File: src/rtl/mem_arbiter.sv
// Two-master arbiter for the byte-wide memory port: the eJ32 core and a host agent
// (loader/dumper) share one port. The core has priority, the host is protected from
// starvation, and host bursts are bounded so the core always gets a beat in.
module mem_arbiter #(
  parameter int unsigned ASZ       = 17,
  parameter int unsigned DSZ       = 8,
  parameter int unsigned BURST_MAX = 16,
  parameter int unsigned STARVE    = 8
) (
  input  logic           clk_i,
  input  logic           rst_ni,
  // core byte-bus master
  input  logic           core_req_i,
  input  logic           core_we_i,
  input  logic [ASZ-1:0] core_a_i,
  input  logic [DSZ-1:0] core_vo_i,
  output logic [DSZ-1:0] core_vi_o,
  output logic           core_stall_o,
  // host agent
  input  logic           host_req_i,
  input  logic           host_we_i,
  input  logic [ASZ-1:0] host_a_i,
  input  logic [DSZ-1:0] host_vo_i,
  output logic           host_gnt_o,
  output logic [DSZ-1:0] host_vi_o,
  output logic           host_ack_o,
  // memory port
  output logic           mem_we_o,
  output logic [ASZ-1:0] mem_a_o,
  output logic [DSZ-1:0] mem_vi_o,
  input  logic [DSZ-1:0] mem_vo_i,
  // trace
  output logic [1:0]     owner_o
);

  typedef enum logic [1:0] {
    StIdle  = 2'd0,
    StCore  = 2'd1,
    StHost  = 2'd2,
    StYield = 2'd3
  } state_e;

  typedef enum logic [1:0] {
    RdNone = 2'd0,
    RdCore = 2'd1,
    RdHost = 2'd2
  } rd_owner_e;

  localparam int unsigned BW = (BURST_MAX > 1) ? $clog2(BURST_MAX) : 1;
  localparam int unsigned SW = $clog2(STARVE + 1);
  localparam logic [BW-1:0] BurstLast = BW'(BURST_MAX - 1);
  localparam logic [SW-1:0] StarveMax = SW'(STARVE);

  state_e         state_q, state_d;
  logic [BW-1:0]  burst_q, burst_d;
  logic [SW-1:0]  starve_q, starve_d;
  rd_owner_e      rd_owner_q, rd_owner_d;
  logic           core_beat, host_beat;

  // Next-state, burst/starvation accounting and beat selection.
  always_comb begin
    state_d   = state_q;
    burst_d   = burst_q;
    starve_d  = starve_q;
    core_beat = 1'b0;
    host_beat = 1'b0;

    unique case (state_q)
      StIdle: begin
        // Core is served straight from idle unless the host has already waited too long.
        if (core_req_i && !(host_req_i && starve_q == StarveMax)) begin
          core_beat = 1'b1;
          state_d   = StCore;
        end else if (host_req_i) begin
          state_d = StHost;
        end
      end
      StCore: begin
        core_beat = core_req_i;
        if (!core_req_i) begin
          state_d = host_req_i ? StHost : StIdle;
        end
      end
      StHost: begin
        host_beat = host_req_i;
        if (!host_req_i) begin
          state_d = StIdle;
          burst_d = '0;
        end else if (burst_q == BurstLast) begin
          // Burst budget spent: hand the core one beat if it is waiting.
          burst_d = '0;
          if (core_req_i) begin
            state_d = StYield;
          end
        end else begin
          burst_d = burst_q + 1'b1;
        end
      end
      StYield: begin
        core_beat = core_req_i;
        burst_d   = '0;
        if (host_req_i) begin
          state_d = StHost;
        end else if (core_req_i) begin
          state_d = StCore;
        end else begin
          state_d = StIdle;
        end
      end
      default: state_d = StIdle;
    endcase

    // Count core beats taken while the host waits; the beat that reaches the limit is
    // the last one before the host is forced in.
    if (state_q == StHost || state_q == StYield || !host_req_i) begin
      starve_d = '0;
    end else if (core_beat && starve_q != StarveMax) begin
      starve_d = starve_q + 1'b1;
    end
    if ((state_q == StIdle || state_q == StCore) && core_beat && host_req_i &&
        starve_d == StarveMax) begin
      state_d = StHost;
    end

    // No beat may reach memory while reset is held.
    if (!rst_ni) begin
      core_beat = 1'b0;
      host_beat = 1'b0;
    end
  end

  // Port mux, strobes and read-return steering.
  always_comb begin
    host_gnt_o   = host_beat;
    core_stall_o = core_req_i && !core_beat && (state_q != StIdle);
    mem_we_o     = (host_beat && host_we_i) || (core_beat && core_we_i);
    mem_a_o      = '0;
    mem_vi_o     = '0;
    if (host_beat) begin
      mem_a_o  = host_a_i;
      mem_vi_o = host_vo_i;
    end else if (core_beat) begin
      mem_a_o  = core_a_i;
      mem_vi_o = core_vo_i;
    end

    rd_owner_d = RdNone;
    if (host_beat && !host_we_i) begin
      rd_owner_d = RdHost;
    end else if (core_beat && !core_we_i) begin
      rd_owner_d = RdCore;
    end

    host_ack_o = (rd_owner_q == RdHost);
    host_vi_o  = (rd_owner_q == RdHost) ? mem_vo_i : '0;
    core_vi_o  = (rd_owner_q == RdCore) ? mem_vo_i : '0;
    owner_o    = state_q;
  end

  // State registers.
  always_ff @(posedge clk_i or negedge rst_ni) begin
    if (!rst_ni) begin
      state_q    <= StIdle;
      burst_q    <= '0;
      starve_q   <= '0;
      rd_owner_q <= RdNone;
    end else begin
      state_q    <= state_d;
      burst_q    <= burst_d;
      starve_q   <= starve_d;
      rd_owner_q <= rd_owner_d;
    end
  end

endmodule

File: config.mk
export PLATFORM = sky130hd
export DESIGN_NAME = mem_arbiter
export DESIGN_NICKNAME = d
export VERILOG_FILES = /design/src/rtl/mem_arbiter.sv
export SDC_FILE = /design/constraint.sdc
export NUM_CORES = 1
export LEC_CHECK = 0
export CORE_MARGIN = 3
export CORE_UTILIZATION = 32
export DETAILED_ROUTE_END_ITERATION = 8
export GPL_TIMING_DRIVEN = 0
export PLACE_DENSITY = 0.87
export REMOVE_ABC_BUFFERS = 1
export SYNTH_ARGS = -nofsm -noshare
export SYNTH_HDL_FRONTEND = slang
export SYNTH_SLANG_ARGS = --single-unit
export TNS_END_PERCENT = 100
File: constraint.sdc
create_clock -name clk_i -period 4.4 [get_ports clk_i]
set_clock_uncertainty 0.2 [all_clocks]
set_input_delay 0.88 -clock clk_i [delete_from_list [all_inputs] [get_ports clk_i]]
set_output_delay 0.88 -clock clk_i [all_outputs]
set_load 0.1 [all_outputs]
# After elaboration in Yosys (flattened, before gate mapping)
# Cells that the tools add are included.
# op_classes
n_addsub	2
reduce_logical	26
n_eq_ne	13
muxes	29
# ops
op	count
$mux 17	2
$mux 8	4
$mux 2	10
$mux 4	4
$eq 4x4->1 const B	3
$logic_and 1x1->1	12
$ne 4x3->1 const B	3
$add 4x1->4 const B	2
$pmux 2 s4	1
$pmux 4 s2	1
$eq 2x2->1 const B	3
$mux 1	6
$logic_not 1->1	5
$eq 2x1->1 const B	2
$logic_or 1x1->1	4
$ne 4x4->1 const B	1
$reduce_and 4->1	1
$reduce_bool 2->1	2
$ne 3x2->1 const B	1
$logic_not 2->1	1
$pmux 1 s2	1
$reduce_or 2->1	1
# word_totals
register_bits	12
inputBits	64
elab_cells	74
out_inout_bits	47

# Depth between registers and ports, before layout
# logic_depth
word_depth	13
mapped_depth	8
mapped_depth_nobuf	6

# Worst setup path after synthesis
# Ideal clock, no wire load.
# synth_timing
kind	register -> output
from	reg state_q[1], in the netlist owner_o[1]
to	out mem_a_o[10]
path_slack_ns	0.352
t_arrival_ns	2.968
path_stages_with_launch	5
n_path_buf	1
t_required_ns	3.320
path_cell_list	dfrtp_1 -> nand3b_1 -> nor2_2 -> buf_2 -> a22o_1
# synth_via
elab_cells_between_ends	11
cone_classes	eq/ne (3); mux (6); reduce/logical (2)
# synth_rtl
item	line_no	rtl
start, declared	54	state_e state_q, state_d;
start signal, assigned	163	state_q <= StIdle;
start signal, assigned	168	state_q <= state_d;
$eq 2x2->1	68	unique case (state_q)
$mux 1	68	
$mux 1	126	if (!rst_ni) begin
named net host_gnt_o	24	output logic host_gnt_o,
$mux 17	139	if (host_beat) begin
end, declared	29	output logic [ASZ-1:0] mem_a_o,
# The timed path passes the listed nets, and every way through them passes these cells.

# Worst setup path in the final report
# layout_timing
from	in host_req_i
to	out host_gnt_o
# layout_via
elab_chain_cells	2
# layout_lines
item	line_no	rtl
start, declared	20	input logic host_req_i,
$mux 1	68	
$mux 1	126	
end, declared	24	
# Every way passes these cells.

==> impl_metrics.py <==
metrics = {
    "status": {
        "status": "completed",
    },
    "critical_path": {
        "critPathBufInv": 2,
        "worstPathCellList": "clkdlybuf4s50_1 > nand3b_1 > nor2_4 > dlygate4sd2_1",
        "reg2reg_from": "starve_q[0]",
        "timing.setup.critical_path_class": "in2out",
        "rr_worst_depth": 6,
        "worstPathMaxFanout": 27,
        "cp.required_ns": 3.32,
        "cell_with_the_biggest_individual_delay_on_the_critical_path": "sky130_fd_sc_hd__dlygate4sd2_1",
        "worstSetupEndpointType": "output port",
        "critical_path.max_stage_delay_ns": 0.93,
        "crit-reg2reg-capture": "rd_owner_q[0]",
        "worst_path_dominant_cell_family": "buffers and inverters",
        "worst-endpoint-arrival_ns": 3.16,
        "rrSetupSlack_ns": 2.25,
        "startpoint_type": "input port",
    },
    "sta": {
        "worst_pin_slew_ns": 1.00,
        "final-setup-viol-count": 0,
        "rsz0062_at_grt": "false",
        "slew_headroom": 0.329,
        "timing.final.crit_period_ns": 4.24,
        "setup_total_negative_slack_ns": 0,
        "final.hold.worst_slack_ns": 0.325,
        "post-route-worst-setup-slack_ns": 0.156,
        "fin_crit_sh": 0.965,
        "max_freq_mhz": 236,
        "final-max-slew-violation-count": 0,
        "hold_viol_final": 0,
    },
    "floorplan": {
        "design.portCount": 111,
        "placeableCoreArea_sq_mm": 0.00318,
        "die_w_microns": 64.8,
        "std_cell_rows": 20,
        "design.die.area_sq_mm": 0.00419,
        "die-height_microns": 64.8,
        "initial_cell_density_of_the_core": 0.348,
    },
    "finish": {
        "fin_area_sq_mm": 0.00228,
        "count_of_filler_cells_inserted_in_the_layout": 267,
        "layout-area-overhead-vs-synth_pct": 106,
        "finish.net_count": 302,
        "num_antenna_cells": 0,
        "post_route_cells_drive_above_1_share": 0.141,
    },
    "detailed_routing": {
        "drt_drc_violations_left": 0,
        "route.vias.total": 1360,
        "routedWlPerCell_microns": 14.0,
        "detailedRoute.firstPassIterationCount": 5,
        "ant_nets": 0,
        "detailedRoute.firstIterationViolations": 65,
        "finalWirelength_mm": 3.90,
        "post_drt_via_cell_ratio": 4.89,
    },
    "grt": {
        "grt_use_total": 0.184,
        "grt_first_pass_wirelength_mm": 6.27,
        "antenna_found_initial": 0,
        "grt_overflow_total": 0,
        "first_global_vias": 1413,
        "pin_count_of_the_biggest_net_entering_global_routing": 28,
    },
    "placement": {
        "placement.setup.worst_slack_ns": -0.904,
        "dpl.hpwl_mm": 3.27,
        "portBuffers": 110,
        "detailed_place.area_sq_mm": 0.00221,
        "place.gp.congestion": 0.789,
    },
    "pwr": {
        "p_per_area_mw_per_mm2": 216,
        "leakage_uw": 0.000918,
        "worst_ir_drop_on_vdd_uv": 96.4,
    },
    "clocking": {
        "tritoncts": "yes",
        "cts_setup_buffers": 0,
        "clock_insertion_delay_worst_skew_ns": 0.27,
        "cts-root-to-sink-buffers": 2,
        "buffer_type_at_the_clock_tree_root": "sky130_fd_sc_hd__clkbuf_4",
        "clk_pin_slew_worst_paths_ns": 0.07,
        "cts_inserted_buffers": 3,
        "numClockSinks": 12,
        "htree_num_levels": 1,
    },
    "worst_hold_path": {
        "worst_hold_path_type": "reg2reg",
        "hold_depth": 1,
        "hold-path-endpoint": "burst_q[0]",
        "worstHoldStart": "burst_q[0]",
    },
    "logic_synthesis": {
        "syn-instance-count": 127,
        "yosys_warnings": 0,
        "netlist-cell-type-count": 35,
        "ys_seq_area_frac": 0.272,
        "syn_avg_cell_area_sq_um": 8.70,
        "synth_seq_cells": 12,
        "post_synth_instance_area_sq_mm": 0.00110,
    },
    "flow_run": {
        "maxCapViolations": 0,
    },
}
timing repair:
action,CTS,global route
hold buffers,0,0
resized for setup,82,0
endpoints found under the setup margin,28,0
cell families after synthesis:
group | count (synthesis) | share of synthesized area
xor gates and xnor gates | 4 | 0.0317
DFF | 12 | 0.272
adders and majority gates | 3 | 0.0340
buffers and inverters | 14 | 0.0702
and+or+nand+nor | 50 | 0.260
muxes | 2 | 0.0193
AOI/OAI and AO/OA | 42 | 0.313
cell usage in the layout (no fill, tap or decap), drive strengths merged, types with 2 or more instances in the layout:
cell type / n
o31ai: 3
nand2b: 5
nor2: 6
o22ai: 2
xnor2: 3
inv: 7
nand3b: 2
and3: 2
nor3: 2
nor2b: 5
a21oi: 2
a22o: 27
clkdlybuf4s50: 82
dlygate4sd2: 2
and2: 17
dfrtp: 12
nand2: 5
nand3: 3
clkdlybuf4s15: 26
clkbuf: 4
ha: 3
state kept, by name, indices dropped and copies added, names as in the netlist:
register	count
burst_q	4
starve_q	4
owner_o	2
rd_owner_q	2
area by class of cell:
class	instances	area, sq um	area share
repair buffers	110	1130	0.496
multi-input cells	101	732	0.321
flip-flops and latches	12	300	0.132
well taps	44	55.1	0.0241
clock buffers	4	36.3	0.0159
inverters	7	26.3	0.0115
worst max path at each step:
| stage | from | endpoint | slack [ns] | depth (start not counted) |
|---|---|---|---|---|
| 2_1_floorplan | owner_o[1] | mem_a_o[0] | -0.38 | 3 |
| 3_3_place_gp | rst_ni | mem_a_o[15] | -0.91 | 5 |
| 3_5_place_dp | rst_ni | mem_a_o[15] | -0.90 | 5 |
| 4_1_cts | rst_ni | host_gnt_o | 0.14 | 4 |
| 5_1_grt | rst_ni | host_gnt_o | 0.01 | 4 |
| 6_report | host_req_i | host_gnt_o | 0.16 | 4 |
Yosys cell counts:
cell,number,share of area
sky130_fd_sc_hd__nor3b_1,1,0.0068
sky130_fd_sc_hd__nand2_1,5,0.017
sky130_fd_sc_hd__o41ai_1,1,0.0079
sky130_fd_sc_hd__a22o_1,27,0.21
sky130_fd_sc_hd__nor3_1,2,0.0091
sky130_fd_sc_hd__and2_1,17,0.096
sky130_fd_sc_hd__nor2_1,5,0.017
sky130_fd_sc_hd__o22ai_1,2,0.011
sky130_fd_sc_hd__o211a_1,1,0.0091
sky130_fd_sc_hd__a21oi_1,2,0.0091
sky130_fd_sc_hd__o31ai_1,3,0.020
sky130_fd_sc_hd__clkbuf_1,2,0.0068
sky130_fd_sc_hd__nand2b_1,5,0.028
sky130_fd_sc_hd__mux2_2,1,0.010
sky130_fd_sc_hd__a211oi_1,1,0.0068
sky130_fd_sc_hd__nand4_1,1,0.0057
sky130_fd_sc_hd__dfrtp_1,12,0.27
sky130_fd_sc_hd__buf_2,2,0.0091
sky130_fd_sc_hd__and3b_1,1,0.0079
sky130_fd_sc_hd__buf_6,3,0.031
sky130_fd_sc_hd__o21ai_0,1,0.0045
sky130_fd_sc_hd__o211ai_1,1,0.0068
sky130_fd_sc_hd__a31oi_1,1,0.0057
sky130_fd_sc_hd__nor2_2,1,0.0057
sky130_fd_sc_hd__and3_1,2,0.011
sky130_fd_sc_hd__o22a_1,1,0.0079
sky130_fd_sc_hd__nor2b_1,5,0.028
sky130_fd_sc_hd__xor2_1,1,0.0079
sky130_fd_sc_hd__nand3b_1,2,0.014
sky130_fd_sc_hd__xnor2_1,3,0.024
sky130_fd_sc_hd__inv_1,7,0.024
sky130_fd_sc_hd__ha_1,3,0.034
sky130_fd_sc_hd__a32o_1,1,0.0091
sky130_fd_sc_hd__nand3_1,3,0.014
sky130_fd_sc_hd__mux2i_1,1,0.0091
routing by layer:
| metal | global-route usage | up-vias | wire, microns |
|---|---|---|---|
| li1 | - | 684 | - |
| met1 | 0.196 | 608 | 1400 |
| met2 | 0.346 | 62 | 2120 |
| met3 | 0.0520 | 6 | 321 |
| met4 | 0.0580 | 0 | 55 |
| met5 | 0 | - | 0 |
power by group:
part           internal (uW)  switching [uW]  total (uW)
sequential               118            9.06         127
combinational           98.4             179         277
clock                   50.3            38.2        88.4
total                    267             226         493
metrics by stage:
step	utilization	power, uW	std cells
2_1_floorplan	-	306	120
3_3_place_gp	0.695	409	274
3_5_place_dp	0.695	412	274
4_1_cts	0.718	494	278
5_1_grt	0.718	515	278
6_report	0.718	493	278
Power figures use the tool's default switching activity.
